## src/rtl/noise_test_pkg.sv

```systemverilog
// Shared types and constants for the noise-test sequencer.
// Holds the FSM state encoding, PRBS7 seed/taps and the display saturation limit.
package noise_test_pkg;

  typedef enum logic [1:0] {
    S_IDLE  = 2'd0,
    S_ARM   = 2'd1,
    S_DRIVE = 2'd2,
    S_DONE  = 2'd3
  } state_e;

  localparam logic [6:0]  PRBS7_SEED = 7'h7F;
  localparam logic [6:0]  PRBS7_TAPS = 7'b110_0000;  // x^7 + x^6 + 1
  localparam int unsigned ERR_LIMIT  = 9999;

endpackage

```

## src/rtl/noise_prbs7.sv

```systemverilog
// PRBS7 (x^7+x^6+1) pattern source; output is the MSB of the shift register.
// Instantiated by noise_test_sequencer only when NOISE_SEQ_PRBS_EN is defined.
module noise_prbs7
  import noise_test_pkg::*;
(
  input  logic clk,
  input  logic reset,
  input  logic load_i,
  input  logic advance_i,
  output logic bit_o
);

  logic [6:0] lfsr_q, lfsr_d;

  always_comb begin
    lfsr_d = lfsr_q;
    if (load_i) begin
      lfsr_d = PRBS7_SEED;
    end else if (advance_i) begin
      lfsr_d = {lfsr_q[5:0], ^(lfsr_q & PRBS7_TAPS)};
    end
  end

  always_ff @(posedge clk) begin
    if (reset) begin
      lfsr_q <= PRBS7_SEED;
    end else begin
      lfsr_q <= lfsr_d;
    end
  end

  assign bit_o = lfsr_q[6];

endmodule

```

## src/rtl/noise_test_sequencer.sv

```systemverilog
// Sequences one noise-test run: drives a pattern on pin_1, samples pin_2, counts mismatches.
// Define NOISE_SEQ_PRBS_EN for a PRBS7 pattern; otherwise a 1,0,1,0... toggle is driven.
module noise_test_sequencer
  import noise_test_pkg::*;
#(
  parameter int BIT_CYCLES    = 50,
  parameter int SETTLE_CYCLES = 10,
  parameter int NUM_BITS      = 1000,
  parameter int CNT_W         = 14
) (
  input  logic             clk,
  input  logic             reset,
  input  logic             start,
  input  logic             pin_2,
  output logic             pin_1,
  output logic             busy,
  output logic             done,
  output logic [CNT_W-1:0] result
);

  localparam int CYC_W = $clog2(BIT_CYCLES);
  localparam int BIT_W = $clog2(NUM_BITS + 1);
  localparam logic [CYC_W-1:0] LAST_CYC = CYC_W'(BIT_CYCLES - 1);
  localparam logic [CYC_W-1:0] PREF_CYC = CYC_W'(BIT_CYCLES - 2);
  localparam logic [CYC_W-1:0] SMP_CYC  = CYC_W'(SETTLE_CYCLES - 1);
  localparam logic [BIT_W-1:0] LAST_BIT = BIT_W'(NUM_BITS - 1);
  localparam logic [CNT_W-1:0] ERR_MAX  = CNT_W'(ERR_LIMIT);

  function automatic logic [CNT_W-1:0] sat_inc(input logic [CNT_W-1:0] v);
    return (v >= ERR_MAX) ? ERR_MAX : v + CNT_W'(1);
  endfunction

  state_e             state_q, state_d;
  logic               start_q;
  logic [CYC_W-1:0]   cyc_q, cyc_d;
  logic [BIT_W-1:0]   bit_q, bit_d;
  logic [CNT_W-1:0]   err_q, err_d;
  logic [CNT_W-1:0]   result_q, result_d;
  logic               pin_1_q, pin_1_d;
  logic               busy_q, busy_d;
  logic               done_q, done_d;
  logic               pat_load, pat_adv, pat_bit;

`ifdef NOISE_SEQ_PRBS_EN
  noise_prbs7 u_prbs (
    .clk       (clk),
    .reset     (reset),
    .load_i    (pat_load),
    .advance_i (pat_adv),
    .bit_o     (pat_bit)
  );
`else
  logic tog_q;

  always_ff @(posedge clk) begin
    if (reset) begin
      tog_q <= 1'b0;
    end else if (pat_load) begin
      tog_q <= 1'b1;
    end else if (pat_adv) begin
      tog_q <= ~tog_q;
    end
  end

  assign pat_bit = tog_q;
`endif

  // The generator is advanced one cycle before the bit boundary so that the
  // registered pin_1 can pick up the next bit exactly on the boundary.
  always_comb begin
    state_d  = state_q;
    cyc_d    = cyc_q;
    bit_d    = bit_q;
    err_d    = err_q;
    result_d = result_q;
    pat_load = 1'b0;
    pat_adv  = 1'b0;
    case (state_q)
      S_IDLE: begin
        if (start && !start_q) state_d = S_ARM;
      end
      S_ARM: begin
        cyc_d    = '0;
        bit_d    = '0;
        err_d    = '0;
        pat_load = 1'b1;
        state_d  = S_DRIVE;
      end
      S_DRIVE: begin
        if (cyc_q == SMP_CYC && pin_2 != pin_1_q) err_d = sat_inc(err_q);
        if (cyc_q == PREF_CYC) pat_adv = 1'b1;
        if (cyc_q == LAST_CYC) begin
          cyc_d = '0;
          if (bit_q == LAST_BIT) state_d = S_DONE;
          else                   bit_d   = bit_q + BIT_W'(1);
        end else begin
          cyc_d = cyc_q + CYC_W'(1);
        end
      end
      S_DONE:  state_d = S_IDLE;
      default: state_d = S_IDLE;
    endcase

    if (state_d == S_DONE) result_d = err_d;
    busy_d = (state_d == S_ARM) || (state_d == S_DRIVE);
    done_d = (state_d == S_DONE);

    // Bit 0 is 1 in every pattern mode, so it is driven while the generator loads.
    if (state_q == S_ARM)                                pin_1_d = 1'b1;
    else if (state_d == S_DRIVE && cyc_q == LAST_CYC)    pin_1_d = pat_bit;
    else if (state_d == S_DRIVE)                         pin_1_d = pin_1_q;
    else                                                 pin_1_d = 1'b0;
  end

  always_ff @(posedge clk) begin
    if (reset) begin
      state_q  <= S_IDLE;
      start_q  <= 1'b0;
      cyc_q    <= '0;
      bit_q    <= '0;
      err_q    <= '0;
      result_q <= '0;
      pin_1_q  <= 1'b0;
      busy_q   <= 1'b0;
      done_q   <= 1'b0;
    end else begin
      state_q  <= state_d;
      start_q  <= start;
      cyc_q    <= cyc_d;
      bit_q    <= bit_d;
      err_q    <= err_d;
      result_q <= result_d;
      pin_1_q  <= pin_1_d;
      busy_q   <= busy_d;
      done_q   <= done_d;
    end
  end

  assign pin_1  = pin_1_q;
  assign busy   = busy_q;
  assign done   = done_q;
  assign result = result_q;

endmodule

```

## config.mk

```make
export PLATFORM = sky130hd
export DESIGN_NAME = noise_test_sequencer
export DESIGN_NICKNAME = d
export VERILOG_FILES = /design/src/rtl/noise_test_pkg.sv /design/src/rtl/noise_prbs7.sv /design/src/rtl/noise_test_sequencer.sv
export SDC_FILE = /design/constraint.sdc
export NUM_CORES = 1
export LEC_CHECK = 0
export ABC_AREA = 1
export CORE_MARGIN = 2
export CORE_UTILIZATION = 58
export CTS_CLUSTER_SIZE = 14
export DETAILED_ROUTE_END_ITERATION = 10
export PLACE_DENSITY = 0.8
export SLEW_MARGIN = 20
export SYNTH_ARGS = -nofsm -noshare
export SYNTH_HDL_FRONTEND = slang
export SYNTH_SLANG_ARGS = --single-unit
```

## constraint.sdc

```tcl
create_clock -name clk -period 2.6 [get_ports clk]
set_input_delay 0.52 -clock clk [delete_from_list [all_inputs] [get_ports clk]]
set_output_delay 0.52 -clock clk [all_outputs]
set_load 0.005 [all_outputs]
```

Word level (Yosys, flattened, before mapping)
Cells that the tools add are included.

Add/sub/neg operators: 3. Muxes and demuxes: 20. Reduce and logical (&&, ||, !) cells: 9. Bitwise operators: 1. Equality and inequality tests: 14. Order comparisons: 1.

Operators with widths (number): 14-bit 2-to-1 mux (2); 14-bit case mux with 2 select lines (1); 10-bit 2-to-1 mux (2); 10-bit case mux with 2 select lines (1); 14-bit by 1-bit adder with 14-bit output, second input constant (1); 14-bit greater-or-equal comparator, second input constant (1); 6-bit equality test, second input constant (2); 6-bit case mux with 2 select lines (1); 10-bit by 1-bit adder with 10-bit output, second input constant (1); 10-bit equality test, second input constant (1); 2-bit equality test, second input constant (4); 1-bit 2-to-1 mux (8); 2-bit case mux with 4 select lines (1); 6-bit by 1-bit adder with 6-bit output, second input constant (1); 6-bit by 4-bit equality test with 1-bit output, second input constant (1); 2-bit 2-to-1 mux (3); 6-bit 2-to-1 mux (1); 2-bit by 1-bit equality test with 1-bit output, second input constant (2); 2-bit inequality test, second input constant (2); 2-bit nonzero test (2); 1-bit logical AND (3); 3-bit by 1-bit inequality test with 1-bit output, second input constant (1); 3-bit AND reduction (1); 2-bit logical NOT (1); other kinds (4) (4).

Bits of input ports: 4. Register bits: 51. Output and inout bits: 17. Word-level logic and storage cells: 58.

Longest topological paths before layout
Gate-level depths: netlist of run 1.

Word-level depth: 8. Mapped depth: 15. Gate-level depth less buffers: 13.

Worst setup path before layout of run 1
Ideal clock, no wire load.

Path type: reg-to-reg. Start point: register state_q[0]. End point: register result_q[10], in the netlist result[10]. Cell stages (with the launch flop): 16. Arrival: 2.175 ns. Period minus slack after synthesis: 2.284 ns. Setup slack: 0.316 ns. Setup time: 0.109 ns. Data required time: 2.491 ns. Path through: dfxtp_1 inv_1 ha_1 buf_2 inv_2 nor3_1 nand3_1 nor3_1 a211oi_1 inv_1 ha_1 clkbuf_1 buf_1 nand3_1 nand2_1 inv_1.

Longest elaborated chain between the ends: 4.

Ends and longest elaborated chain: start: declaration (line noise_test_sequencer.sv:33) `state_e state_q, state_d;`; start signal: assignment (line noise_test_sequencer.sv:127) `state_q <= state_d;`; 2-bit 2-to-1 mux (line noise_test_sequencer.sv:94) `if (bit_q == LAST_BIT) state_d = S_DONE;`; 2-bit 2-to-1 mux (line noise_test_sequencer.sv:92) `if (cyc_q == LAST_CYC) begin`; 2-bit case mux with 4 select lines (*) (line noise_test_sequencer.sv:78) `case (state_q)`; net state_d[0] (line noise_test_sequencer.sv:33); 2-bit equality test (*); net done_d (line noise_test_sequencer.sv:41) `logic done_q, done_d;`; end signal: assignment (line noise_test_sequencer.sv:132) `result_q <= result_d;`; end: declaration (line noise_test_sequencer.sv:38) `logic [CNT_W-1:0] result_q, result_d;`.

The timed path passes the listed nets; every way through them passes the cells marked *. A chain may end at the register's enable or synchronous reset.

Worst setup path in the final report of run 1
Start point: register bit_q[0]. End point: register result_q[8], in the netlist result[8].

Longest elaborated chain between the ends: 5.

Ends and longest elaborated chain: start: declaration (line noise_test_sequencer.sv:36) `logic [BIT_W-1:0] bit_q, bit_d;`; start signal: assignment (line noise_test_sequencer.sv:130) `bit_q <= bit_d;`; 10-bit equality test (line noise_test_sequencer.sv:94); 2-bit 2-to-1 mux (line noise_test_sequencer.sv:94); 2-bit 2-to-1 mux (line noise_test_sequencer.sv:92); 2-bit case mux with 4 select lines (line noise_test_sequencer.sv:78); net state_d[0] (line noise_test_sequencer.sv:33); 2-bit equality test; net done_d (line noise_test_sequencer.sv:41).

The timed path passes the listed nets, and every way through them passes these cells.

==> results of run 1 <==
## critical path, delay by kind of cell (launching register included)
kind	cells	cell delay (ns)
adder cells (fa/ha/maj)	2	0.45
AO/OA/AOI/OAI	1	0.33
AND/OR/NAND/NOR	7	0.71
buffers and inverters	3	0.35
flip-flops	1	0.36
## stage by stage
stage / utilization (%) / hold slack, ns / total power [mW]
2_1_floorplan: - / 0.458 / 1.15
3_3_place_gp: 65.4 / 0.475 / 1.30
3_5_place_dp: 65.4 / 0.484 / 1.31
6_report: 67.7 / 0.495 / 1.84
4_1_cts: 67.7 / 0.497 / 1.86
5_1_grt: 67.7 / 0.535 / 1.95
## registers in the layout, indices dropped and copies added, names as in the netlist
register  count
result       14
bit_q        10
pin_1         1
start_q       1
state_q       2
pat_bit       1
err_q        14
done          1
cyc_q         6
busy          1
## layout make-up
cell class | instances | area, um^2 | share of cell area, %
Multi-Input combinational cell | 300 | 1520 | 47.4
Sequential cell | 51 | 1020 | 31.9
Timing Repair Buffer | 25 | 238 | 7.43
Inverter | 60 | 226 | 7.08
Tap cell | 67 | 83.8 | 2.62
Clock buffer | 5 | 68.8 | 2.15
Clock inverter | 3 | 43.8 | 1.37
## Yosys cell counts
cell       instances  area (um^2)
nand2_1          103          387
nor2_1            63          236
inv_1             56          210
dfxtp_1           51         1020
nand3_1           46          230
a21oi_1           25          125
ha_1              10          125
nand4_1           10         62.6
clkbuf_1           8         30.0
nor3_1             6         30.0
o21ai_0            5         25.0
xor2_1             5         43.8
nor3_2             3         30.0
a211oi_1           2         15.0
a21oi_2            2         17.5
inv_2              2         7.51
nor3b_2            2         25.0
nor4_1             2         12.5
o211ai_1           2         15.0
o21ai_1            2         10.0
o21bai_1           2         15.0
a2111oi_0          1         8.76
a211oi_2           1         12.5
a21oi_4            1         16.3
buf_1              1         3.75
buf_2              1         5.00
buf_4              1         7.51
buf_6              1         11.3
clkinv_1           1         3.75
clkinv_2           1         5.00
nand2_2            1         6.26
nand3_4            1         17.5
nor2_2             1         6.26
nor2_4             1         11.3
nor2_8             1         20.0
nor3b_1            1         7.51
or2_2              1         6.26
## power by group through the flow
stage	logic, mW	registers [mW]	clock network [mW]
2_1_floorplan	0.263	0.884	0
3_3_place_gp	0.416	0.881	0
3_5_place_dp	0.424	0.882	0
6_report	0.421	0.864	0.558
4_1_cts	0.426	0.864	0.571
5_1_grt	0.475	0.871	0.607
## per-layer routing
| layer | up-vias | GRT usage (%) |
|---|---|---|
| li1 | 1389 | - |
| met1 | 1205 | 30.2 |
| met2 | 79 | 42.8 |
| met3 | 12 | 4.25 |
| met4 | 0 | 8.28 |
| met5 | - | 0 |
## worst paths after layout
kind                          from  slack (ns)  cells after the start                     end
max          bit_q[0]$_SDFFE_PP0P_        0.29                     13  result[8]$_SDFFE_PP0P_
min          cyc_q[4]$_SDFFE_PP0N_        0.50                      2   cyc_q[4]$_SDFFE_PP0N_
min reg2reg  cyc_q[4]$_SDFFE_PP0N_        0.50                      2   cyc_q[4]$_SDFFE_PP0N_
max reg2reg  bit_q[0]$_SDFFE_PP0P_        0.29                     13  result[8]$_SDFFE_PP0P_
## placed cells by master, fill, tap and decap left out, types with 2 or more instances in the layout
cell               n
nor4_1             2
dfxtp_1           51
inv_2              2
nand2_1          103
clkbuf_8           5
clkdlybuf4s50_1   20
nor3_2             3
nand4_1           10
o21bai_1           2
a21oi_2            2
buf_4              5
ha_1              10
o21ai_1            2
nor3b_2            2
a211oi_1           2
inv_1             56
nor3_1             6
xor2_1             5
clkinv_2           2
nor2_1            63
a21oi_1           25
o21ai_0            5
o211ai_1           2
nand3_1           46
## cell families (layout without fill, tap and decap cells)
logic type	after synthesis	in the layout
DFF	51	51
buffers and inverters	72	93
AOI/OAI and AO/OA	43	43
and+or+nand+nor	242	242
xor gates and xnor gates	5	5
adders and majority gates	10	10
==> metrics.csv, run 1 <==
stage;metric;value;unit
outcome;status;finished clean;
synth;synthesized cell area;2820;um^2
synth;Simple-Gate Fraction of Synth Area;38.6;%
floorplanning;initial core utilization;59.8;%
critical_path;crit-path max cell delay;0.36;ns
pwr;internal power;1.29;mW
routing;drt drc;0;
clocking;CTS clk-pin slew, worst paths;0.10;ns
clocking;insertion delay to the later sink of the worst-skew pair;0.31;ns
timing;final setup violation count;0;
synth;Synth Area in XOR/XNOR;1.55;%
critical_path;Critical Path RT;2.81;ns
synth;Compound-Gate Fraction of Synth Area;9.22;%
critical_path;Critical Path Sink Type;flop;
pwr;Sw Ratio;29.7;%
critical_path;CP most frequent cell;nor2_1;
timing;Fin Setup TNS;0;ns
synth;Synth Net Count;437;
routing;via count;2685;
critical_path;Crit Path Max Fanout;29;
timing;final setup margin;0.290;ns
cells_and_area;Post-Layout Cell Count;511;
global_route;initial antenna violation count;0;
clocking;clock root buffer;clkbuf_8;
synth;share of the yosys chip area belonging to registers;36.2;%
routing;top sig layer;met4;
synth;main combinational cell family by area after synthesis;simple AND/OR/NAND/NOR gates;
place;DPL Wire Length;4.32;mm
timing;max-slew violations;0;
routing;Final ANT Viol Nets;0;
timing;f_max;0.433;GHz
timing;Final Cycle Share;88.9;%
critical_path;cells along the critical path;ha_1 -> nand2_1 -> nor2_1 -> nand3_1 -> nor3_1 -> a211oi_1 -> inv_1 -> ha_1 -> buf_4 -> nor2_1 -> nor2_1 -> nand2_1 -> inv_1;
place;dpl ws;0.218;ns
critical_path;WP data arrival;2.52;ns
routing;routed length per placed instance;11.6;um
pwr;Lkg Pwr;1.33;nW
timing;clock skew;0.0122;ns
global_route;vias in the first global route;2437;
clocking;cts bufs inserted;5;
routing;routed length on met1;2.59;mm
clocking;H-tree depth;2;
timing;min Tclk post-route;2.31;ns
clocking;CTS max path bufs;2;
cells_and_area;nets;457;
floorplanning;Die H;73.8;um
timing;unrepaired setup endpoints after global routing;no;
cells_and_area;layout cells sized above 1;6.98;%
timing;Rel. slew slack;71.9;%
routing;WL final;5.93;mm
synth;mux share of post-synthesis cell area;0;%
clocking;# Post-CTS Setup Buffers;0;
clocking;Post-CTS Resized;0;
floorplanning;Die Area;5440;um^2
synth;Synth warnings;0;
synth;adder-cell share of the synthesized area;4.43;%
synth;#FFs+latches synth;51;
synth;Cells after Synth;423;
hold_path;Hold Path Class;reg -> reg;
global_route;first-pass GRT wire length;10.5;mm
synth;Avg Cell Area, Syn;6.67;um^2
pwr;Clock Power Share;30.3;%
place;number of instances in the placed design;503;
global_route;Tot GR Track Use;24.5;%
floorplanning;Core Area;4720;um^2
pwr;Seq pwr share;46.9;%
routing;First-pass DRT Iterations;5;
critical_path;Setup Crit Path Kind;reg -> reg;
clocking;TritonCTS clock tree;done;
routing;number of DRC markers in iteration 0;98;
cells_and_area;Antenna Cells;0;
pwr;P_sw;548;uW
timing;worst slew pin tran;0.421;ns
floorplanning;die width;73.8;um
timing;final hold vios;0;
pwr;Comb power frac;22.9;%
critical_path;CP startpoint kind;flop;
clocking;CTS Sinks;51;
place;placed instance area;3090;um^2
global_route;largest net degree at the start of global routing;32;
run;Max-Cap Viols;0;
pwr;Pwr Density;576;nW/um^2
floorplanning;row cnt;25;
synth;Yosys cell types;37;
place;routability congestion estimate;0.890;
place;IO Port Bufs;20;
cells_and_area;fin area;3200;um^2
routing;met2 WL;2.97;mm
cells_and_area;P&R area growth vs syn;13.3;%
global_route;Remaining Overflow, GRT;0;
pwr;VDD IR max;318;uV
floorplanning;Top-Level Pins;21;
clocking;Hold Buf Count CTS;0;
routing;Met3 Wirelength;271;um
cells_and_area;filler cell count;409;
routing;vias per cell;5.25;
critical_path;Crit-path slowest cell;dfxtp_1;
Power figures use the tool's default switching activity.
==> run 2, diff against run 1 <==
--- a/config.mk
+++ b/config.mk
@@ -15,3 +15,4 @@
 export SYNTH_ARGS = -nofsm -noshare
 export SYNTH_HDL_FRONTEND = slang
 export SYNTH_SLANG_ARGS = --single-unit
+export TNS_END_PERCENT = 1
==> results of run 2 <==
The final DEF is identical to that of run 1; final timing and power are the same.
==> run 3, diff against run 2 <==
--- a/config.mk
+++ b/config.mk
@@ -10,7 +10,7 @@
 export CORE_UTILIZATION = 58
 export CTS_CLUSTER_SIZE = 14
 export DETAILED_ROUTE_END_ITERATION = 10
-export PLACE_DENSITY = 0.8
+export PLACE_DENSITY = 0.79
 export SLEW_MARGIN = 20
 export SYNTH_ARGS = -nofsm -noshare
 export SYNTH_HDL_FRONTEND = slang
==> run 3 against run 2 <==
Die area is the same. Maximum frequency is essentially flat. Flip-flop and latch count is the same. Via count shrank 1.7%. Utilization shrank 0.29 points. Global-route usage shrank 0.93 points. Power shrank 1.1%. First-iteration DRC count grew 19%. Clock skew grew 0.0013 ns. Worst setup slack is essentially flat. Final area shrank 0.43%. Combinational power shrank 2%. Highest routed layer unchanged.
==> metrics.csv, run 3 (synthesis gave the netlist of run 1 again) <==
stage;metric;value;unit
cells_and_area;most frequent cells in the layout;nand2_1 (103), nor2_1 (63), inv_1 (56);
clocking;# Post-CTS Setup Buffers;0;
critical_path;Critical Path RT;2.81;ns
critical_path;delay-heaviest family, CP;simple AND/OR/NAND/NOR gates;
timing;Rel. slew slack;71.6;%
floorplanning;Die Area;5440;um^2
pwr;VDD IR max;349;uV
clocking;CTS Sinks;51;
timing;worst slew pin tran;0.425;ns
clocking;cts bufs inserted;5;
timing;f_max;0.433;GHz
critical_path;CP Buf/Inv Count;3;
critical_path;Setup Crit Path Kind;reg -> reg;
clocking;insertion delay to the later sink of the worst-skew pair;0.31;ns
place;DPL Wire Length;4.37;mm
clocking;Post-CTS Resized;0;
critical_path;CP startpoint kind;flop;
pwr;internal power;1.28;mW
clocking;CTS clk-pin slew, worst paths;0.10;ns
critical_path;cells along the critical path;ha_1 -> nand2_1 -> nor2_1 -> nand3_1 -> nor3_1 -> a211oi_1 -> inv_1 -> ha_1 -> buf_4 -> nor2_1 -> nor2_1 -> nand2_1 -> inv_1;
place;IO Port Bufs;20;
floorplanning;row cnt;25;
timing;min Tclk post-route;2.31;ns
global_route;Remaining Overflow, GRT;0;
hold_path;Hold Path Class;reg -> reg;
critical_path;slack of the worst reg-to-reg path;0.29;ns
pwr;P_sw;539;uW
pwr;Seq pwr share;47.4;%
global_route;Tot GR Track Use;23.5;%
routing;via count;2640;
pwr;Clock Power Share;29.9;%
floorplanning;Core Area;4720;um^2
global_route;largest net degree at the start of global routing;30;
floorplanning;Die H;73.8;um
timing;Fin Setup TNS;0;ns
routing;number of DRC markers in iteration 0;117;
clocking;H-tree depth;2;
pwr;total power;1.82;mW
global_route;initial antenna violation count;0;
routing;WL final;5.92;mm
routing;routed length per placed instance;11.6;um
routing;First-pass DRT Iterations;4;
run;Max-Cap Viols;0;
floorplanning;initial core utilization;59.8;%
cells_and_area;most common cell after layout, fill and taps aside;nand2_1;
critical_path;CP most frequent cell;nor2_1;
routing;Final ANT Viol Nets;0;
global_route;vias in the first global route;2358;
critical_path;Crit-path slowest cell;dfxtp_1;
clocking;Hold Buf Count CTS;0;
pwr;Pwr Density;572;nW/um^2
clocking;clock root buffer;clkbuf_8;
cells_and_area;layout cells sized above 1;6.56;%
critical_path;Critical Path Sink Type;flop;
place;routability congestion estimate;0.892;
pwr;Lkg Pwr;1.32;nW
pwr;Comb power frac;22.7;%
critical_path;Crit Path Max Fanout;29;
clocking;CTS max path bufs;2;
floorplanning;die width;73.8;um
timing;clock skew;0.0134;ns
timing;unrepaired setup endpoints after global routing;no;
timing;final hold vios;0;
critical_path;WP data arrival;2.52;ns
cells_and_area;nets;456;
cells_and_area;P&R area growth vs syn;12.9;%
routing;drt drc;0;
cells_and_area;Antenna Cells;0;
clocking;TritonCTS clock tree;done;
outcome;status;finished clean;
global_route;first-pass GRT wire length;10.1;mm
routing;vias per cell;5.19;
critical_path;crit-path max cell delay;0.36;ns
pwr;Sw Ratio;29.6;%
timing;Final Cycle Share;88.9;%
timing;final setup violation count;0;
floorplanning;Top-Level Pins;21;
timing;max-slew violations;0;
run 3: cell count changes in the layout (fill, tap and decap cells not counted), sizes merged:
cell | previous run | this run
buf | 5 | 4
clkinv | 4 | 2
clkinvlp | 0 | 1
run 3: final cells by class:
cell class / instances / area [um^2]
clock buffers: 5 / 68.8
multi-input cells: 300 / 1520
fillers: 420 / 1540
clock inverters: 2 / 37.5
flip-flops and latches: 51 / 1020
well taps: 67 / 83.8
repair buffers: 24 / 230
inverters: 60 / 226
run 3: per-layer routing:
layer  routed length (um)  vias to the layer above  track usage, %
li1                     -                     1392               -
met4                   97                        0            7.27
met1                 2690                     1203            28.8
met2                 2950                       37            41.3
met5                    0                        -               0
met3                  187                        8            4.66
run 3: worst register-to-register path, stage by stage (launching register included):
cell and delay (ns):
dfxtp_1 0.36, ha_1 0.25, nand2_1 0.20, nor2_1 0.08
nand3_1 0.13, nor3_1 0.06, a211oi_1 0.31, inv_1 0.09
ha_1 0.19, buf_4 0.23, nor2_1 0.15, nor2_1 0.05
nand2_1 0.08, inv_1 0.04
run 3: power groups by stage:
stage	clock network [mW]	registers, mW	logic, mW
CTS	0.549	0.865	0.421
detailed placement	0	0.883	0.419
global route	0.588	0.871	0.469
global placement	0	0.882	0.408
finish	0.544	0.865	0.414
floorplan	0	0.884	0.263
run 3: worst paths after layout:
check,start,to,cells after the start
worst min-delay path,cyc_q[4]$_SDFFE_PP0N_,cyc_q[4]$_SDFFE_PP0N_,2
worst min register to register,cyc_q[4]$_SDFFE_PP0N_,cyc_q[4]$_SDFFE_PP0N_,2
worst max register to register,bit_q[0]$_SDFFE_PP0P_,result[13]$_SDFFE_PP0P_,13
worst max-delay path,bit_q[0]$_SDFFE_PP0P_,result[13]$_SDFFE_PP0P_,13
run 3: per-stage QoR:
step                util, %  setup slack (ns)  hold slack, ns  cells  instance area (um^2)
floorplan                 -             0.316           0.458    423                  2820
global placement       65.2             0.271           0.476    502                  3080
detailed placement     65.2             0.231           0.483    502                  3080
CTS                    67.4             0.271           0.497    509                  3190
global route           67.4            0.0454           0.517    509                  3190
finish                 67.4             0.289           0.495    509                  3190
